<file path="src/rtl/lsu_mem_pkg.sv">
// Shared CPU defines for the load/store unit: op codes, FSM states, byte-size masks
// and small decode helpers.
package lsu_mem_pkg;

    typedef enum logic [3:0] {
        OpNone = 4'd0,
        OpLdB  = 4'd1,
        OpLdH  = 4'd2,
        OpLdW  = 4'd3,
        OpLdBu = 4'd4,
        OpLdHu = 4'd5,
        OpStB  = 4'd6,
        OpStH  = 4'd7,
        OpStW  = 4'd8,
        OpLl   = 4'd9,
        OpSc   = 4'd10
    } lsu_op_e;

    typedef enum logic [1:0] {
        StIdle  = 2'd0,
        StReq   = 2'd1,
        StWait  = 2'd2,
        StDrain = 2'd3
    } lsu_state_e;

    localparam logic [3:0] SizeMaskB = 4'h1;
    localparam logic [3:0] SizeMaskH = 4'h3;
    localparam logic [3:0] SizeMaskW = 4'hF;

    function automatic logic [3:0] op_size_mask(lsu_op_e op);
        case (op)
            OpLdB, OpLdBu, OpStB:    return SizeMaskB;
            OpLdH, OpLdHu, OpStH:    return SizeMaskH;
            OpLdW, OpStW, OpLl, OpSc: return SizeMaskW;
            default:                 return 4'h0;
        endcase
    endfunction

    // SC counts as a store: it writes memory when it succeeds.
    function automatic logic op_is_store(lsu_op_e op);
        return (op == OpStB) || (op == OpStH) || (op == OpStW) || (op == OpSc);
    endfunction

    function automatic logic op_misaligned(lsu_op_e op, logic [1:0] addr_lo);
        case (op)
            OpLdH, OpLdHu, OpStH:     return addr_lo[0];
            OpLdW, OpStW, OpLl, OpSc: return addr_lo != 2'b00;
            default:                  return 1'b0;
        endcase
    endfunction

endpackage

</file>
<file path="src/rtl/lsu_mem_if.sv">
// Memory bus between the LSU (master) and the data memory (slave): one request
// channel with ready/valid and a single-beat response per accepted request.
interface lsu_mem_if #(
    parameter int unsigned DATA_WIDTH = 32
) ();
    localparam int unsigned STRB_WIDTH = DATA_WIDTH / 8;

    logic                  req_valid;
    logic                  req_ready;
    logic                  req_we;
    logic [31:0]           req_addr;
    logic [STRB_WIDTH-1:0] req_strb;
    logic [DATA_WIDTH-1:0] req_wdata;
    logic                  resp_valid;
    logic [DATA_WIDTH-1:0] resp_rdata;

    modport master (
        output req_valid, req_we, req_addr, req_strb, req_wdata,
        input  req_ready, resp_valid, resp_rdata
    );

    modport slave (
        input  req_valid, req_we, req_addr, req_strb, req_wdata,
        output req_ready, resp_valid, resp_rdata
    );
endinterface

</file>
<file path="src/rtl/lsu_load_align.sv">
// Picks the addressed lane out of a bus read beat and sign/zero-extends it to 32 bits.
module lsu_load_align
    import lsu_mem_pkg::*;
#(
    parameter int unsigned DATA_WIDTH = 32
) (
    input  logic [DATA_WIDTH-1:0]           rdata_i,
    input  logic [$clog2(DATA_WIDTH/8)-1:0] offset_i,
    input  lsu_op_e                         op_i,
    output logic [31:0]                     result_o
);

    logic [DATA_WIDTH-1:0] lane;

    assign lane = rdata_i >> {offset_i, 3'b000};

    always_comb begin
        result_o = lane[31:0];
        case (op_i)
            OpLdB:   result_o = {{24{lane[7]}}, lane[7:0]};
            OpLdBu:  result_o = {24'h0, lane[7:0]};
            OpLdH:   result_o = {{16{lane[15]}}, lane[15:0]};
            OpLdHu:  result_o = {16'h0, lane[15:0]};
            default: result_o = lane[31:0];
        endcase
    end

endmodule

</file>
<file path="src/rtl/lsu_mem.sv">
// Load/store unit MEM stage: EX-side accept, one bus transaction per memory op,
// LL/SC reservation bit, and a held WB result register.
module lsu_mem
    import lsu_mem_pkg::*;
#(
    parameter int unsigned DATA_WIDTH = 32,
    parameter int unsigned STRB_WIDTH = DATA_WIDTH / 8
) (
    input  logic        clk_i,
    input  logic        rst_ni,
    input  logic        in_valid_i,
    output logic        in_ready_o,
    input  lsu_op_e     in_op_i,
    input  logic [31:0] in_addr_i,
    input  logic [31:0] in_wdata_i,
    input  logic [31:0] in_alu_res_i,
    input  logic [31:0] in_pc_i,
    input  logic [4:0]  in_wd_i,
    input  logic        in_wreg_i,
    input  logic        flush_i,
    input  logic        llbit_clr_i,
    output logic        out_valid_o,
    input  logic        out_ready_i,
    output logic [4:0]  out_wd_o,
    output logic        out_wreg_o,
    output logic [31:0] out_wdata_o,
    output logic [31:0] out_pc_o,
    output logic        out_ale_o,
    output logic [31:0] out_badv_o,
    lsu_mem_if.master   mem_bus
);

    localparam int unsigned OffW = $clog2(STRB_WIDTH);

    lsu_state_e            state_q, state_d;
    logic                  llbit_q, llbit_d;
    lsu_op_e               op_q, op_d;
    logic [OffW-1:0]       off_q, off_d;
    logic [4:0]            wd_q, wd_d;
    logic                  wreg_q, wreg_d;
    logic [31:0]           pc_q, pc_d;

    logic                  out_valid_q, out_valid_d;
    logic [4:0]            out_wd_q, out_wd_d;
    logic                  out_wreg_q, out_wreg_d;
    logic [31:0]           out_wdata_q, out_wdata_d;
    logic [31:0]           out_pc_q, out_pc_d;
    logic                  out_ale_q, out_ale_d;
    logic [31:0]           out_badv_q, out_badv_d;

    logic                  req_we_q, req_we_d;
    logic [31:0]           req_addr_q, req_addr_d;
    logic [STRB_WIDTH-1:0] req_strb_q, req_strb_d;
    logic [DATA_WIDTH-1:0] req_wdata_q, req_wdata_d;

    logic                  accept;
    logic                  misaligned;
    logic                  sc_fail;
    logic [3:0]            size_mask;
    logic [OffW-1:0]       in_off;
    logic [DATA_WIDTH-1:0] wdata_rep;
    logic [31:0]           load_res;

    assign in_ready_o = rst_ni && (state_q == StIdle) && (!out_valid_q || out_ready_i);
    // A flushed instruction is never taken, even if it coincides with in_ready.
    assign accept     = in_valid_i && in_ready_o && !flush_i;
    assign misaligned = op_misaligned(in_op_i, in_addr_i[1:0]);
    assign sc_fail    = (in_op_i == OpSc) && !llbit_q;
    assign size_mask  = op_size_mask(in_op_i);
    assign in_off     = in_addr_i[OffW-1:0];

    always_comb begin
        case (size_mask)
            SizeMaskB: wdata_rep = {STRB_WIDTH{in_wdata_i[7:0]}};
            SizeMaskH: wdata_rep = {(STRB_WIDTH/2){in_wdata_i[15:0]}};
            default:   wdata_rep = {(DATA_WIDTH/32){in_wdata_i}};
        endcase
    end

    lsu_load_align #(
        .DATA_WIDTH (DATA_WIDTH)
    ) u_load_align (
        .rdata_i  (mem_bus.resp_rdata),
        .offset_i (off_q),
        .op_i     (op_q),
        .result_o (load_res)
    );

    always_comb begin
        state_d     = state_q;
        llbit_d     = llbit_q;
        op_d        = op_q;
        off_d       = off_q;
        wd_d        = wd_q;
        wreg_d      = wreg_q;
        pc_d        = pc_q;
        out_valid_d = out_valid_q && !out_ready_i;
        out_wd_d    = out_wd_q;
        out_wreg_d  = out_wreg_q;
        out_wdata_d = out_wdata_q;
        out_pc_d    = out_pc_q;
        out_ale_d   = out_ale_q;
        out_badv_d  = out_badv_q;
        req_we_d    = req_we_q;
        req_addr_d  = req_addr_q;
        req_strb_d  = req_strb_q;
        req_wdata_d = req_wdata_q;

        case (state_q)
            StIdle: begin
                if (accept) begin
                    if (misaligned) begin
                        out_valid_d = 1'b1;
                        out_ale_d   = 1'b1;
                        out_badv_d  = in_addr_i;
                        out_wreg_d  = 1'b0;
                        out_wd_d    = in_wd_i;
                        out_wdata_d = 32'h0;
                        out_pc_d    = in_pc_i;
                    end else if ((in_op_i == OpNone) || sc_fail) begin
                        out_valid_d = 1'b1;
                        out_ale_d   = 1'b0;
                        out_badv_d  = 32'h0;
                        out_wreg_d  = in_wreg_i;
                        out_wd_d    = in_wd_i;
                        out_wdata_d = (in_op_i == OpNone) ? in_alu_res_i : 32'h0;
                        out_pc_d    = in_pc_i;
                    end else begin
                        state_d     = StReq;
                        op_d        = in_op_i;
                        off_d       = in_off;
                        wd_d        = in_wd_i;
                        wreg_d      = in_wreg_i;
                        pc_d        = in_pc_i;
                        req_we_d    = op_is_store(in_op_i);
                        req_addr_d  = {in_addr_i[31:OffW], {OffW{1'b0}}};
                        req_strb_d  = STRB_WIDTH'(size_mask) << in_off;
                        req_wdata_d = op_is_store(in_op_i) ? wdata_rep : '0;
                    end
                end
            end
            StReq: begin
                if (flush_i) begin
                    state_d = mem_bus.req_ready ? StDrain : StIdle;
                end else if (mem_bus.req_ready) begin
                    state_d = StWait;
                end
            end
            StWait: begin
                if (mem_bus.resp_valid) begin
                    state_d = StIdle;
                    if (!flush_i) begin
                        out_valid_d = 1'b1;
                        out_ale_d   = 1'b0;
                        out_badv_d  = 32'h0;
                        out_wd_d    = wd_q;
                        out_pc_d    = pc_q;
                        out_wreg_d  = (op_is_store(op_q) && (op_q != OpSc)) ? 1'b0 : wreg_q;
                        if (op_q == OpSc) begin
                            out_wdata_d = 32'h1;
                            llbit_d     = 1'b0;
                        end else if (op_is_store(op_q)) begin
                            out_wdata_d = 32'h0;
                        end else begin
                            out_wdata_d = load_res;
                            if (op_q == OpLl) llbit_d = 1'b1;
                        end
                    end
                end else if (flush_i) begin
                    state_d = StDrain;
                end
            end
            StDrain: begin
                if (mem_bus.resp_valid) state_d = StIdle;
            end
            default: state_d = StIdle;
        endcase

        if (flush_i) out_valid_d = 1'b0;
        if (llbit_clr_i) llbit_d = 1'b0;
    end

    always_ff @(posedge clk_i or negedge rst_ni) begin
        if (!rst_ni) begin
            state_q     <= StIdle;
            llbit_q     <= 1'b0;
            op_q        <= OpNone;
            off_q       <= '0;
            wd_q        <= 5'h0;
            wreg_q      <= 1'b0;
            pc_q        <= 32'h0;
            out_valid_q <= 1'b0;
            out_wd_q    <= 5'h0;
            out_wreg_q  <= 1'b0;
            out_wdata_q <= 32'h0;
            out_pc_q    <= 32'h0;
            out_ale_q   <= 1'b0;
            out_badv_q  <= 32'h0;
            req_we_q    <= 1'b0;
            req_addr_q  <= 32'h0;
            req_strb_q  <= '0;
            req_wdata_q <= '0;
        end else begin
            state_q     <= state_d;
            llbit_q     <= llbit_d;
            op_q        <= op_d;
            off_q       <= off_d;
            wd_q        <= wd_d;
            wreg_q      <= wreg_d;
            pc_q        <= pc_d;
            out_valid_q <= out_valid_d;
            out_wd_q    <= out_wd_d;
            out_wreg_q  <= out_wreg_d;
            out_wdata_q <= out_wdata_d;
            out_pc_q    <= out_pc_d;
            out_ale_q   <= out_ale_d;
            out_badv_q  <= out_badv_d;
            req_we_q    <= req_we_d;
            req_addr_q  <= req_addr_d;
            req_strb_q  <= req_strb_d;
            req_wdata_q <= req_wdata_d;
        end
    end

    assign mem_bus.req_valid = (state_q == StReq);
    assign mem_bus.req_we    = req_we_q;
    assign mem_bus.req_addr  = req_addr_q;
    assign mem_bus.req_strb  = req_strb_q;
    assign mem_bus.req_wdata = req_wdata_q;

    assign out_valid_o = out_valid_q;
    assign out_wd_o    = out_wd_q;
    assign out_wreg_o  = out_wreg_q;
    assign out_wdata_o = out_wdata_q;
    assign out_pc_o    = out_pc_q;
    assign out_ale_o   = out_ale_q;
    assign out_badv_o  = out_badv_q;

endmodule

</file>
<file path="src/flat_wrapper.sv">
// flat-port wrapper written by rule: the top's interface ports become plain ports
module lsu_mem_flat import lsu_mem_pkg::*;
#(
    parameter int unsigned DATA_WIDTH = 32,
    parameter int unsigned STRB_WIDTH = DATA_WIDTH / 8
)
  (clk_i, rst_ni, in_valid_i, in_ready_o, in_op_i, in_addr_i, in_wdata_i, in_alu_res_i, in_pc_i, in_wd_i, in_wreg_i, flush_i, llbit_clr_i, out_valid_o, out_ready_i, out_wd_o, out_wreg_o, out_wdata_o, out_pc_o, out_ale_o, out_badv_o, mem_bus_req_valid, mem_bus_req_we, mem_bus_req_addr, mem_bus_req_strb, mem_bus_req_wdata, mem_bus_req_ready, mem_bus_resp_valid, mem_bus_resp_rdata);
  lsu_mem_if #(.DATA_WIDTH(DATA_WIDTH)) mem_bus_i ();
  input  logic clk_i;
  input  logic rst_ni;
  input  logic in_valid_i;
  output logic in_ready_o;
  input  lsu_op_e in_op_i;
  input  logic [31:0] in_addr_i;
  input  logic [31:0] in_wdata_i;
  input  logic [31:0] in_alu_res_i;
  input  logic [31:0] in_pc_i;
  input  logic [4:0] in_wd_i;
  input  logic in_wreg_i;
  input  logic flush_i;
  input  logic llbit_clr_i;
  output logic out_valid_o;
  input  logic out_ready_i;
  output logic [4:0] out_wd_o;
  output logic out_wreg_o;
  output logic [31:0] out_wdata_o;
  output logic [31:0] out_pc_o;
  output logic out_ale_o;
  output logic [31:0] out_badv_o;
  output wire logic [$bits(mem_bus_i.req_valid)-1:0] mem_bus_req_valid;
  output wire logic [$bits(mem_bus_i.req_we)-1:0] mem_bus_req_we;
  output wire logic [$bits(mem_bus_i.req_addr)-1:0] mem_bus_req_addr;
  output wire logic [$bits(mem_bus_i.req_strb)-1:0] mem_bus_req_strb;
  output wire logic [$bits(mem_bus_i.req_wdata)-1:0] mem_bus_req_wdata;
  input wire logic [$bits(mem_bus_i.req_ready)-1:0] mem_bus_req_ready;
  input wire logic [$bits(mem_bus_i.resp_valid)-1:0] mem_bus_resp_valid;
  input wire logic [$bits(mem_bus_i.resp_rdata)-1:0] mem_bus_resp_rdata;
  assign mem_bus_req_valid = mem_bus_i.req_valid;
  assign mem_bus_req_we = mem_bus_i.req_we;
  assign mem_bus_req_addr = mem_bus_i.req_addr;
  assign mem_bus_req_strb = mem_bus_i.req_strb;
  assign mem_bus_req_wdata = mem_bus_i.req_wdata;
  assign mem_bus_i.req_ready = mem_bus_req_ready;
  assign mem_bus_i.resp_valid = mem_bus_resp_valid;
  assign mem_bus_i.resp_rdata = mem_bus_resp_rdata;
  lsu_mem #(.DATA_WIDTH(DATA_WIDTH), .STRB_WIDTH(STRB_WIDTH)) u_core (.clk_i(clk_i), .rst_ni(rst_ni), .in_valid_i(in_valid_i), .in_ready_o(in_ready_o), .in_op_i(in_op_i), .in_addr_i(in_addr_i), .in_wdata_i(in_wdata_i), .in_alu_res_i(in_alu_res_i), .in_pc_i(in_pc_i), .in_wd_i(in_wd_i), .in_wreg_i(in_wreg_i), .flush_i(flush_i), .llbit_clr_i(llbit_clr_i), .out_valid_o(out_valid_o), .out_ready_i(out_ready_i), .out_wd_o(out_wd_o), .out_wreg_o(out_wreg_o), .out_wdata_o(out_wdata_o), .out_pc_o(out_pc_o), .out_ale_o(out_ale_o), .out_badv_o(out_badv_o), .mem_bus(mem_bus_i));
endmodule
</file>
<file path="config.mk">
export PLATFORM = sky130hd
export DESIGN_NAME = lsu_mem_flat
export DESIGN_NICKNAME = d
export VERILOG_FILES = /design/src/rtl/lsu_mem_pkg.sv /design/src/rtl/lsu_mem_if.sv /design/src/rtl/lsu_load_align.sv /design/src/rtl/lsu_mem.sv /design/src/flat_wrapper.sv
export SDC_FILE = /design/constraint.sdc
export NUM_CORES = 1
export LEC_CHECK = 0
export BUFFER_PORTS_ARGS = -buffer_cell sky130_fd_sc_hd__buf_2
export CORE_ASPECT_RATIO = 0.6
export CORE_MARGIN = 3
export CORE_UTILIZATION = 30
export CTS_CLUSTER_DIAMETER = 60
export DETAILED_ROUTE_END_ITERATION = 6
export GPL_TIMING_DRIVEN = 0
export PLACE_DENSITY = 0.54
export SETUP_SLACK_MARGIN = 0.05
export SYNTH_ARGS = -nofsm -noshare
export SYNTH_HDL_FRONTEND = slang
export SYNTH_HIERARCHICAL = 1
export SYNTH_SLANG_ARGS = --single-unit
</file>
<file path="constraint.sdc">
create_clock -name clk_i -period 4.1 [get_ports clk_i]
set_clock_uncertainty 0.2 [all_clocks]
set_input_delay 0.615 -clock clk_i [delete_from_list [all_inputs] [get_ports clk_i]]
set_output_delay 0.615 -clock clk_i [all_outputs]
set_load 0.03 [all_outputs]
</file>
==> impl_metrics.ini <==
[status]
status = complete, no violations

[yosys]
syn_inst = 988
yosysWarnings = 6
synth_ff_type = dfrtp_1
ys_seq_area_share_pct = 50.5
synth_seq_cells = 218
netlist_area_sq_um = 10800
ys_types = 58
ys_async_sr_fraction_pct = 100
synth-edff-count = 0
syn_area_per_cell_sq_um = 10.9

[final_layout]
areaGrowthSynthToFinish_pct = 30.2
final_area_sq_um = 14100
drive_above_1_share_pct = 42.1
nets = 1545
finalCoreUtilization_pct = 39.9

[pwr]
powerDensity_nw_per_um2 = 790
leakage_nw = 6.96
power_mw = 11.1
ir_drop_v = 0.000383

[clocking]
cts_tree = done
cts_setup_buffers = 0
cts_resized = 0
clockBufferDepth = 3
numClockSinks = 218
cts_buffers = 25
cts.clk_slew.worst_paths_ps = 60
htree_levels = 1
clk_latency_ps = 530
cts_root_buf = clkbuf_16

[worst_setup_path]
worst_path_max_delay_cell = o41ai_4
cp_max_fo = 59
worst_ep_arrival_time_ps = 3660
cpPeakStageDelay_ps = 610
path_class = input port to register
cp_cell_sequence = dlygate4sd3_1, buf_8, nand2_1, o41ai_4, o31a_1, buf_6, clkbuf_1, o21ai_0
critPathCaptureType = register
start_kind = input port
critPathRequiredTime_ps = 4300

[place]
postPlaceCellArea_sq_um = 13200
dp_hpwl_um = 28000
pre_cts_slack_ps = 552
gp_congestion = 0.830
io_buffers = 347

[floorplan]
initial_utilization_pct = 30.7
std_cell_rows = 53
die_area_sq_um = 38400
io_pins = 353
die_w_um = 251
fp.dieH_um = 153
core-area_sq_um = 35200

[drt]
via_per_inst = 4.92
ant_nets = 0
num_vias = 9138
wl_per_cell_um = 19.8
met1Wirelength_um = 16800
drc = 0
met3_length_um = 2650
route.met2.wl_um = 16600
routed.top_layer = met5
drt_wl_total_um = 36800
drtIter0Drc = 599
drt_first_pass_iters = 5

[global_route]
grt_overflow_total = 0
grt_usage_pct = 18.8
grt_pass1_vias = 9204
grt_max_degree = 102
antenna_found_initial = 11
grt_pass1_wl_um = 56600

[sta]
post-route-period-util_pct = 84.4
hold_viol = 0
max_slew_margin_pct = 32.1
tightest_slew_ps = 1010
whs_ps = 120
fin_ws_ps = 640
maxSlewViolCount = 0
rsz0062_at_grt = no
setup_viol = 0
period_minus_slack_ps = 3460
fmax_mhz = 289

[worst_hold_path]
hold_class = input port to register

[run]
drv_cap = 0
-- stage by stage --
| step | setup TNS (ps) | std cells |
|---|---|---|
| 3_3_place_gp | -1097890 | 1803 |
| 4_1_cts | 0 | 1852 |
| 3_5_place_dp | 0 | 1805 |
| 6_report | 0 | 1857 |
| 5_1_grt | 0 | 1857 |
| 2_1_floorplan | 0 | 989 |
-- metal layers --
layer  track usage, %  up-vias
met2             29.1      312
met4             4.41        4
met5                0        -
met1             26.4     4496
li1                 -     4273
met3             5.03       53
-- worst max-delay path: cells and delay by family --
| kind | cells | cell delay, ps |
|---|---|---|
| buffers and inverters | 4 | 1600 |
| AOI/OAI and AO/OA | 3 | 1140 |
| and+or+nand+nor | 1 | 210 |
-- final timing paths --
| path | start | to | slack, ps | cells past startpoint |
|---|---|---|---|---|
| worst max-delay path | rst_ni | u_core/out_badv_o[23] | 640 | 8 |
| worst min-delay path | mem_bus_req_ready | u_core/state_q[1] | 120 | 3 |
| worst max register to register | u_core/state_q[1] | u_core/out_badv_o[23] | 1130 | 7 |
| worst min register to register | u_core/mem_bus.req_wdata[20] | u_core/mem_bus.req_wdata[20] | 270 | 2 |
| max in group asynchronous | rst_ni | u_core/mem_bus.req_wdata[30] | 2360 | 3 |
| min in group asynchronous | rst_ni | u_core/out_pc_o[20] | 420 | 2 |
-- synth_stat cells (8+ instances only) --
cell,n,area (sq um)
a211oi_1,8,60.1
a22o_1,31,272
nor2_1,28,105
dfrtp_1,218,5460
o221ai_1,8,70.1
o2111ai_1,8,70.1
buf_6,10,113
clkbuf_1,40,150
mux2i_1,24,240
o21ai_0,61,305
o211ai_1,9,67.6
a21oi_1,32,160
o31ai_1,27,203
nor2b_1,11,68.8
mux2_2,94,1060
inv_1,38,143
nand4_1,32,200
mux2_4,47,706
buf_2,22,110
nand2_1,174,653
-- sequential cells by signal (all words and copies together), names as in the netlist, 2 cells and up --
name	count
u_core/mem_bus.req_addr	30
u_core/mem_bus.req_strb	4
u_core/mem_bus.req_wdata	32
u_core/off_q	2
u_core/op_q	4
u_core/out_badv_o	32
u_core/out_pc_o	32
u_core/out_wd_o	5
u_core/out_wdata_o	32
u_core/pc_q	32
u_core/state_q	2
u_core/wd_q	5
-- kinds of logic (layout without fill, tap and decap cells) --
group	Yosys count	in the layout	share of synthesized area, %
other	1	7	0.0347
DFF	218	218	50.5
AOI/OAI and AO/OA	210	210	13.7
xor gates and xnor gates	3	3	0.243
and+or+nand+nor	270	270	11.3
buffers and inverters	119	515	5.30
muxes	167	167	18.9
-- power breakdown --
group	internal, mW	switching [mW]
sequential	3.11	0.543
clock	1.36	0.924
combinational	1.85	3.32
-- placed cells by master (no fill, tap or decap), types with 9 or more instances in the layout --
cell	synthesis	layout
dfrtp_1	218	218
nor2b_1	11	11
a21oi_1	32	32
buf_6	10	10
mux2_4	47	47
a22o_1	31	31
buf_2	22	368
nand2_1	174	174
inv_1	38	38
nor2_1	28	28
clkbuf_16	0	25
nand4_1	32	32
o21ai_0	61	61
o211ai_1	9	9
clkbuf_1	40	44
o31ai_1	27	27
mux2_2	94	94
mux2i_1	24	24
-- area by class of cell --
| cell class | instances | area [sq um] |
|---|---|---|
| Antenna cell | 5 | 12.5 |
| Timing Repair Buffer | 351 | 1820 |
| Sequential cell | 218 | 5460 |
| Clock buffer | 35 | 723 |
| Inverter | 40 | 150 |
| Multi-Input combinational cell | 652 | 4770 |
| Fill cell | 3563 | 21200 |
| Buffer | 79 | 422 |
| Tap cell | 467 | 584 |
| Clock inverter | 10 | 118 |
-- what timing repair did --
item	CTS	global route
hold buffers	2	0
endpoints found under the hold margin	56	0
setup endpoints to repair	0	0
Note: power is estimated with default switching activity, not from simulation.
